**config.mk**
```make
export PLATFORM = sky130hd
export DESIGN_NAME = universal_shift_register
export DESIGN_NICKNAME = d
export VERILOG_FILES = /design/src/rtl/usr_pkg.sv /design/src/rtl/usr_shift_counter.sv /design/src/rtl/universal_shift_register.sv
export SDC_FILE = /design/constraint.sdc
export NUM_CORES = 1
export LEC_CHECK = 0
export ABC_AREA = 1
export BUFFER_PORTS_ARGS = -buffer_cell sky130_fd_sc_hd__buf_2
export CORE_ASPECT_RATIO = 1.25
export CORE_MARGIN = 10
export CORE_UTILIZATION = 48
export CTS_CLUSTER_DIAMETER = 80
export DETAILED_ROUTE_END_ITERATION = 10
export PLACE_DENSITY = 0.83
export REMOVE_ABC_BUFFERS = 1
export SLEW_MARGIN = 20
export SYNTH_ARGS = -nofsm -noshare
export SYNTH_HDL_FRONTEND = slang
export SYNTH_HIERARCHICAL = 1
export SYNTH_SLANG_ARGS = --single-unit
export TNS_END_PERCENT = 10
```
**constraint.sdc**
```tcl
create_clock -name clk -period 3.06 [get_ports clk]
set_input_delay 0.459 -clock clk [delete_from_list [all_inputs] [get_ports clk]]
set_output_delay 0.459 -clock clk [all_outputs]
set_load 0.01 [all_outputs]
```
**src/rtl/usr_pkg.sv**
```systemverilog
// Shared mode encoding and sizing helper for the universal shift register.
package usr_pkg;

  typedef logic [1:0] usr_mode_t;

  localparam usr_mode_t MODE_HOLD = 2'b00;
  localparam usr_mode_t MODE_SHL  = 2'b01;
  localparam usr_mode_t MODE_SHR  = 2'b10;
  localparam usr_mode_t MODE_LOAD = 2'b11;

  function automatic int usr_cnt_w(input int width);
    return $clog2(width + 1);
  endfunction

endpackage

```
**src/rtl/usr_shift_counter.sv**
```systemverilog
// Saturating shift counter: clear wins over increment, sticks at WIDTH and flags drained.
module usr_shift_counter
  import usr_pkg::*;
#(
  parameter int WIDTH = 8,
  parameter int CW    = usr_cnt_w(WIDTH)
) (
  input  logic          clk,
  input  logic          reset,
  input  logic          clr_i,
  input  logic          inc_i,
  output logic [CW-1:0] count_o,
  output logic          drained_o
);

  localparam logic [CW-1:0] CNT_MAX = CW'(WIDTH);

  logic [CW-1:0] cnt_q, cnt_d;

  always_comb begin
    cnt_d = cnt_q;
    if (clr_i)                         cnt_d = '0;
    else if (inc_i && cnt_q < CNT_MAX) cnt_d = cnt_q + 1'b1;
  end

  always_ff @(posedge clk) begin
    if (reset) cnt_q <= '0;
    else       cnt_q <= cnt_d;
  end

  assign count_o   = cnt_q;
  assign drained_o = (cnt_q == CNT_MAX);

endmodule

```
**src/rtl/universal_shift_register.sv**
```systemverilog
// WIDTH-bit hold/shift-left/shift-right/load register with a saturating shift counter.
// Optional USR_ROTATE_EN adds a rotate input that recirculates the outgoing bit.
module universal_shift_register
  import usr_pkg::*;
#(
  parameter int               WIDTH       = 8,
  parameter logic [WIDTH-1:0] RESET_VALUE = '0
) (
  input  logic                        clk,
  input  logic                        reset,
  input  logic                        en,
  input  usr_mode_t                   mode,
  input  logic [WIDTH-1:0]            d,
  input  logic                        sin_left,
  input  logic                        sin_right,
`ifdef USR_ROTATE_EN
  input  logic                        rotate,
`endif
  output logic [WIDTH-1:0]            q,
  output logic [WIDTH-1:0]            q_bar,
  output logic                        sout_left,
  output logic                        sout_right,
  output logic [usr_cnt_w(WIDTH)-1:0] shift_count,
  output logic                        drained
);

  generate
    if (WIDTH < 2) begin : g_bad_width
      $error("universal_shift_register: WIDTH must be >= 2");
    end
  endgenerate

  logic [WIDTH-1:0] q_q, q_d;
  logic             shl_in, shr_in;
  logic             cnt_clr, cnt_inc;

  always_comb begin
    shl_in = sin_left;
    shr_in = sin_right;
`ifdef USR_ROTATE_EN
    if (rotate) begin
      shl_in = q_q[WIDTH-1];
      shr_in = q_q[0];
    end
`endif
    q_d = q_q;
    // An unknown mode falls into default and holds.
    if (en) begin
      case (mode)
        MODE_SHL:  q_d = {q_q[WIDTH-2:0], shl_in};
        MODE_SHR:  q_d = {shr_in, q_q[WIDTH-1:1]};
        MODE_LOAD: q_d = d;
        default:   q_d = q_q;
      endcase
    end
  end

  always_ff @(posedge clk) begin
    if (reset) q_q <= RESET_VALUE;
    else       q_q <= q_d;
  end

  assign cnt_clr = en && (mode == MODE_LOAD);
  assign cnt_inc = en && (mode == MODE_SHL || mode == MODE_SHR);

  usr_shift_counter #(.WIDTH(WIDTH)) u_cnt (
    .clk       (clk),
    .reset     (reset),
    .clr_i     (cnt_clr),
    .inc_i     (cnt_inc),
    .count_o   (shift_count),
    .drained_o (drained)
  );

  assign q          = q_q;
  assign q_bar      = ~q_q;
  assign sout_left  = q_q[WIDTH-1];
  assign sout_right = q_q[0];

endmodule

```
Word level (Yosys, flattened, before mapping):

Index checks and enable logic that the tools add are counted.
W data, S select, Z words.

* order comparisons: 1
* reduce and logical (&&, ||, !) cells: 7
* eq/ne operators: 4
* mux-type cells: 1
* add/sub/neg operators: 1
* bitwise logic cells: 1

Operators by type and width (number)
* $pmux W8 S3: 1
* $not A8 Y8: 1
* $add A4 B1 Y4 const B: 1
* $eq A2 B2 Y1 const B: 2
* $eq A4 B4 Y1 const B: 1
* $lt A4 B4 Y1 const B: 1
* $logic_and A1 B1 Y1: 3
* $reduce_bool A3 Y1: 1
* $eq A2 B1 Y1 const B: 1
* $reduce_and A2 Y1: 1
* $reduce_or A2 Y1: 1
* $logic_or A1 B1 Y1: 1

* register bits: 12
* word-level logic and storage cells: 17

Longest topological paths before layout:

Gate-level depths: netlist (run 1).

* word-level depth: 4
* gate-level depth with buffers: 8

Modules after synthesis:

Netlist (run 1), hierarchy kept.

Modules (own cells, without submodules)
* universal_shift_register: area each 568.0 um2, cells an instance 93, times used 1
* usr_shift_counter: area each 217.7 um2, cells an instance 33, times used 1

Worst setup path after synthesis (run 1):

No wires, ideal clock.

* kind: input-to-reg
* from: in mode[0]
* to: reg q_q[7] (netlist: q[7])
* setup time: 115 ps
* path buffers: 1
* data arrival time: 1183 ps
* setup slack: 1762 ps
* data required time: 2945 ps
* stages on the path: 7
* cells stage by stage: inv_1 -> ha_1 -> nor2_4 -> buf_6 -> nand3_2 -> nor2_2 -> nor2_1

* longest elaborated chain between the ends: 3

RTL lines
* from (decl): RTL line universal_shift_register.sv:12 `input usr_mode_t mode,`
* $eq A2 B2 Y1 or $eq A2 B1 Y1 (tied branches): RTL line universal_shift_register.sv:49 `case (mode)`
* $reduce_bool A3 Y1 (no line)
* $reduce_and A2 Y1 (no line)
* to (signal assigned): RTL line universal_shift_register.sv:60 `else q_q <= q_d;`
* to (decl): RTL line universal_shift_register.sv:33 `logic [WIDTH-1:0] q_q, q_d;`

Several ways; a longest one is shown, not always the timed one.
A chain may end at the register's enable or synchronous reset.

Final worst setup path (run 1):

* from: reg u_cnt.cnt_q[0] (netlist: u_cnt/count_o[0])
* to: out drained

* longest elaborated chain between the ends: 1

RTL lines
* from (decl): RTL line usr_shift_counter.sv:18 `logic [CW-1:0] cnt_q, cnt_d;`
* from (signal assigned): RTL line usr_shift_counter.sv:28 `else cnt_q <= cnt_d;`
* $eq A4 B4 Y1: RTL line usr_shift_counter.sv:32 `assign drained_o = (cnt_q == CNT_MAX);`
* to (decl): RTL line universal_shift_register.sv:24 `output logic drained`

No other way between the ends.

==> results of run 1 <==
[power by group through the flow]
| stage | clock, mW | combinational [mW] | sequential [mW] |
|---|---|---|---|
| after floorplan | 0 | 0.0541 | 0.186 |
| after global placement | 0 | 0.0988 | 0.181 |
| after detailed placement | 0 | 0.101 | 0.181 |
| after CTS | 0.130 | 0.102 | 0.178 |
| after global routing | 0.134 | 0.114 | 0.180 |
| final | 0.129 | 0.100 | 0.178 |
[state kept, by name, summed over array words and instances (netlist names)]
signal,cells
q,8
u_cnt/count_o,4
[cell type report]
type	count	area, sq um	area share (%)
well taps	18	22.5	2.27
multi-input cells	85	418	42.1
inverters	24	91.3	9.19
clock buffers	4	36.3	3.65
repair buffers	37	185	18.6
flip-flops and latches	12	240	24.2
[stage by stage]
step	utilization (%)	cell area, sq um
after CTS	63.6	993
after floorplan	-	749
after global routing	63.6	993
final	63.6	993
after global placement	61.3	957
after detailed placement	61.3	957
[synthesized netlist by cell type, drive strengths merged]
cell type	n	share of area, %
nand2	25	13
o21ai	11	7.0
dfxtp	12	31
ha	5	8.0
nand4	1	0.80
inv	23	11
nor2	34	18
buf	5	4.6
clkinv	1	0.64
nand3	9	6.4
[worst max-delay path by stage]
stage | endpoint | cells after the start | slack (ns) | start
after CTS | drained | 5 | 1.42 | u_cnt/count_o[0]
after floorplan | q[0] | 6 | 1.74 | mode[0]
after detailed placement | q[5] | 7 | 1.49 | mode[0]
final | drained | 5 | 1.42 | u_cnt/count_o[0]
after global routing | drained | 5 | 1.36 | u_cnt/count_o[0]
after global placement | q[5] | 7 | 1.55 | mode[0]
[cells by family after synthesis]
kind of cell	synth area share, %
and+or+nand+nor	38.2
AOI/OAI and AO/OA	7.01
buffers and inverters	16.2
DFF	30.6
adders and majority gates	7.96
[per-layer routing]
| metal | up-vias | GRT usage (%) | wire, microns |
|---|---|---|---|
| li1 | 450 | - | - |
| met1 | 369 | 12.4 | 959 |
| met2 | 35 | 18.3 | 1000 |
| met3 | 0 | 3.85 | 169 |
| met4 | 0 | 4.52 | 0 |
| met5 | - | 0 | 0 |
[worst register-to-register path, cell delays in order, from the launching register on]
cell and delay (ns):
dfxtp_1 0.41, inv_1 0.08, ha_1 0.28, o21ai_0 0.16, nor2_1 0.05
==> impl_results.md, run 1 <==
* Fin Hold WS at about 0.46 ns
* Max Slew Vio Count at 0
* Post-Layout Cell Count at 180
* Clk root buf: clkbuf_4
* Status: finished, final reports clean
* First-pass iteration count of the detailed router at 5
* IO buf count at 37
* Layout Nets at around 180
* Yosys warns at 6
* Sequential share of power at 43.7%
* Hold Crit Class: input pin to flip-flop
* Startpoint Class: flip-flop
* First-pass GRT wire length at 3490 microns
* Most common cell after layout, fill and taps aside: buf_2
* Initial drt markers at 14
* DRC at 0
* Power Dens Cells at about 410 nW/um^2
* ANT cells at 0
* Die area at roughly 3700 sq um
* Slowest CP cell: dfxtp_1
* Slew HR at 75.0%
* Buf/Inv on CP at 2
* Period utilisation layout at a little over half
* Share of cells above drive strength 1 at ~34%
* Initial core utilization at about half
* Setup TNS at 0 ns
* RePlAce Congestion at a little under 0.8
* # clock sinks at 12
* Logic pwr share at between 20% and 30%
* Sequential area share after synthesis at between 30 and 40%
* DPL Wire Length at roughly 1700 microns
* Post-CTS Resized at 0
* CP delay by family, top: flip-flops
* Switching power at between 100 and 150 uW
* Hold Crit Start: reset
* Fin. Hold Viols at 0
* Hold-fix buffer count after cts at 0
* # fillers at approximately 150
* Post-route ant nets at 0
* Worst EP required at approximately 2.6 ns
* # setup viols final at 0
* Maximum VDD drop at 0.242 mV
* Crit path cell chain: inv_1 > ha_1 > nand2_1 > nor2_1 > buf_2
* Syn Area/Cell at between 6 and 7 sq um
* Yosys reg bits at 12
* Layout Skew at 0.000553 ns
* Via density at 4.74
* Largest net degree at the start of global routing at 17
* CP max FO at 5
* Internal at ~280 uW
* Clock tree buffer depth at 2
* Die Width at 56.2 microns
* GRT overflow at 0
* Post-synthesis cell area at between 700 and 800 sq um
* Final Power at between 400 and 500 uW
* Crit end category: output port
* Crit Reg-Reg Endpoint: u_cnt/count_o[1]
* Vias in the first global route at 848
* Max Cap Violations at 0
* R2r startpoint: u_cnt/count_o[0]
* Clock Latency Late Sink at roughly 0.27 ns
* Max Clock Freq at 611 MHz
* H-Tree Depth at 1
* Switching part of the total at a little under a third
* Critical path class: flip-flop to output port
* DR WL/cell at approximately 12 microns
* I/O pins at 38
* Worst-path clk slew at 0.08 ns
* Worst reg2reg setup slack at just under 2 ns
* CP peak stage delay at ~0.4 ns
* Worst reg2reg path depth at 4
* Core Rows at 16
* # Post-CTS Setup Buffers at 0
* Num CTS Buffers at 3
* Post-Route WL at around 2100 microns
* Critical Path AT at between 1 and 1.5 ns
* Synth Instances at about 130
* Vias at about 850
* Dpl ws at about 1.5 ns
* Commonest non-fill, non-tap cells in the layout: 37 x buf_2, 30 x nor2_1, 22 x nand2_1
* Worst Hold Path EP: u_cnt/count_o[3]
* Vert. Die Dim at 65.2 microns
* Period minus WS final at approximately 1.6 ns
* Measured slew at the worst slew-check pin at about 0.38 ns
* Post-synthesis cell type count at 18
* Clock power share at a little under a third
* RSZ-0062 raised after global routing: no
* Initial antenna violation count at 0
* CTS tree: yes
* P_leak at about 0.53 nW
* Hold Crit Depth at 4
* Total GRT Usage at between 10% and 20%
* Worst setup margin at between 1 and 1.5 ns
* Core area at 1560 sq um
* Area growth, synth to finish at 26.4%
* Dpl cells at ~180
Note: power is estimated with default switching activity, not from simulation.
==> inputs of run 2 (changes only) <==
- CORE_UTILIZATION: 48 -> 40
- PLACE_DENSITY: 0.83 -> 0.74
- clock period: 3.06 -> 1.5 ns (I/O delays scaled with it)
==> impl_results.md, run 2 (synthesis results as in run 1) <==
* Vias at roughly 850
* First-pass iteration count of the detailed router at 4
* # clock sinks at 12
* DRC at 0
* DPL Wire Length at approximately 1800 microns
* Period utilisation layout at between 90% and 100%
* Fin. Hold Viols at 0
* Startpoint Class: flip-flop
* Critical Path AT at between 1 and 1.5 ns
* RSZ-0062 raised after global routing: no
* Max Slew Vio Count at 0
* Layout Skew at 0.00839 ns
* Area growth, synth to finish at 26.8%
* Total GRT Usage at 10.2%
* Period minus WS final at between 1 and 1.5 ns
* Post-Route WL at between 2000 and 2500 microns
* Maximum VDD drop at between 0.5 and 0.6 mV
* Via density at ~4.7
* Largest net degree at the start of global routing at 17
* Die Width at between 50 and 60 microns
* Post-Layout Cell Count at between 150 and 200
* Power Dens Cells at ~850 nW/um^2
* Clk root buf: clkbuf_4
* Measured slew at the worst slew-check pin at roughly 0.37 ns
* CP delay by family, top: flip-flops
* FF+latch area at 241 sq um
* Hold Crit Class: input pin to flip-flop
* DR WL/cell at roughly 12 microns
* Most common cell after layout, fill and taps aside: buf_2
* Post-layout util at 55.1%
* Max reg flops at 8
* First-pass GRT wire length at 3520 microns
* Worst EP required at between 1 and 1.5 ns
* Initial core utilization at between 40 and 50%
* CTS tree: yes
* Die area at approximately 4100 sq um
* Layout Nets at between 150 and 200
* Global routing's busiest layer: met2
* Dpl cell area at ~960 sq um
* I/O pins at 38
* Core area at 1810 sq um
* Vias in the first global route at ~840
* Setup TNS at 0 ns
* Hold-fix buffer count after cts at 0
* Met2 usage at between 10% and 20%
* # fillers at approximately 190
* Dpl cells at about 180
* Slowest CP cell: dfxtp_2
* GRT met1 Usage at between 10% and 20%
* Post-route ant nets at 0
* GRT overflow at 0
* Core Rows at 17
* CP max FO at 5
* CP peak stage delay at 0.37 ns
* Max Cap Violations at 0
* # setup viols final at 0
* ANT cells at 0
* Clock Latency Late Sink at a little under 0.3 ns
* Crit end category: output port
* Critical path class: flip-flop to output port
* Share of cells above drive strength 1 at between 30% and 40%
* Clock tree buffer depth at 2
* Num CTS Buffers at 3
* Vert. Die Dim at just under 70 microns
* Crit path cell chain: inv_1 > ha_1 > nand2_1 > nor2_1 > buf_2
* Slew HR at between 70% and 80%
* IO buf count at 37
* P_leak at around 0.53 nW
* Status: finished, final reports clean
* Final non-filler cell area at 996 sq um
* Area of the multi-input gates at ~420 sq um
* Worst-path clk slew at around 0.09 ns
* Initial antenna violation count at 0
* Commonest non-fill, non-tap cells in the layout: 37 x buf_2, 30 x nor2_1, 22 x nand2_1
* RePlAce Congestion at ~0.83
* Fin Hold WS at ~0.23 ns
* Max Clock Freq at a little over 700 MHz
* Buf/Inv on CP at 2
* Initial drt markers at 19
* M3 GR Usage at between 5 and 6%
* H-Tree Depth at 1
[run 2: per-layer routing]
metal  wire [microns]  vias to the layer above
li1                 -                      448
met1              858                      365
met2              958                       34
met3              301                        5
met4               36                        0
met5                0                        -
[run 2: cell type report]
cell class                 count  area share [%]
multi-input combinational     85            42.0
tap                           19            2.39
sequential                    12            24.2
inverter                      24            9.17
timing repair buffer          37            18.6
clock buffer                   4            3.64
[run 2: power breakdown]
group          switching, mW  leakage (nW)  internal [mW]
Combinational          0.123         0.414         0.0832
Sequential            0.0223        0.0991          0.340
Clock                  0.125        0.0210          0.148
Total                  0.270         0.534          0.571
[run 2: worst register-to-register path: cells and delay by family, from the launching register on]
| kind | cells | cell delay [ns] |
|---|---|---|
| flops | 1 | 0.37 |
| fa+ha+maj | 1 | 0.29 |
| compound gates | 1 | 0.18 |
| buf+inv | 1 | 0.07 |
| simple gates | 1 | 0.05 |
[run 2: path summary, 6_finish.rpt]
path | startpoint | end | slack [ns] | cells past startpoint
max | u_cnt/count_o[0] | drained | 0.12 | 5
min | reset | u_cnt/count_o[3] | 0.23 | 4
max reg2reg | u_cnt/count_o[0] | u_cnt/count_o[1] | 0.44 | 4
min reg2reg | u_cnt/count_o[0] | u_cnt/count_o[0] | 0.52 | 2
[run 2: repair_timing]
item	in CTS	in global routing
setup buffers	0	0
resized for setup	0	1
hold endpoints to repair	0	0
setup endpoints to repair	0	1
[run 2: per-stage QoR]
stage | worst slack [ns] | power (mW)
floorplan | 0.411 | 0.489
global placement | 0.225 | 0.572
detailed placement | 0.186 | 0.578
CTS | 0.0468 | 0.847
global route | 0.0561 | 0.890
finish | 0.123 | 0.842
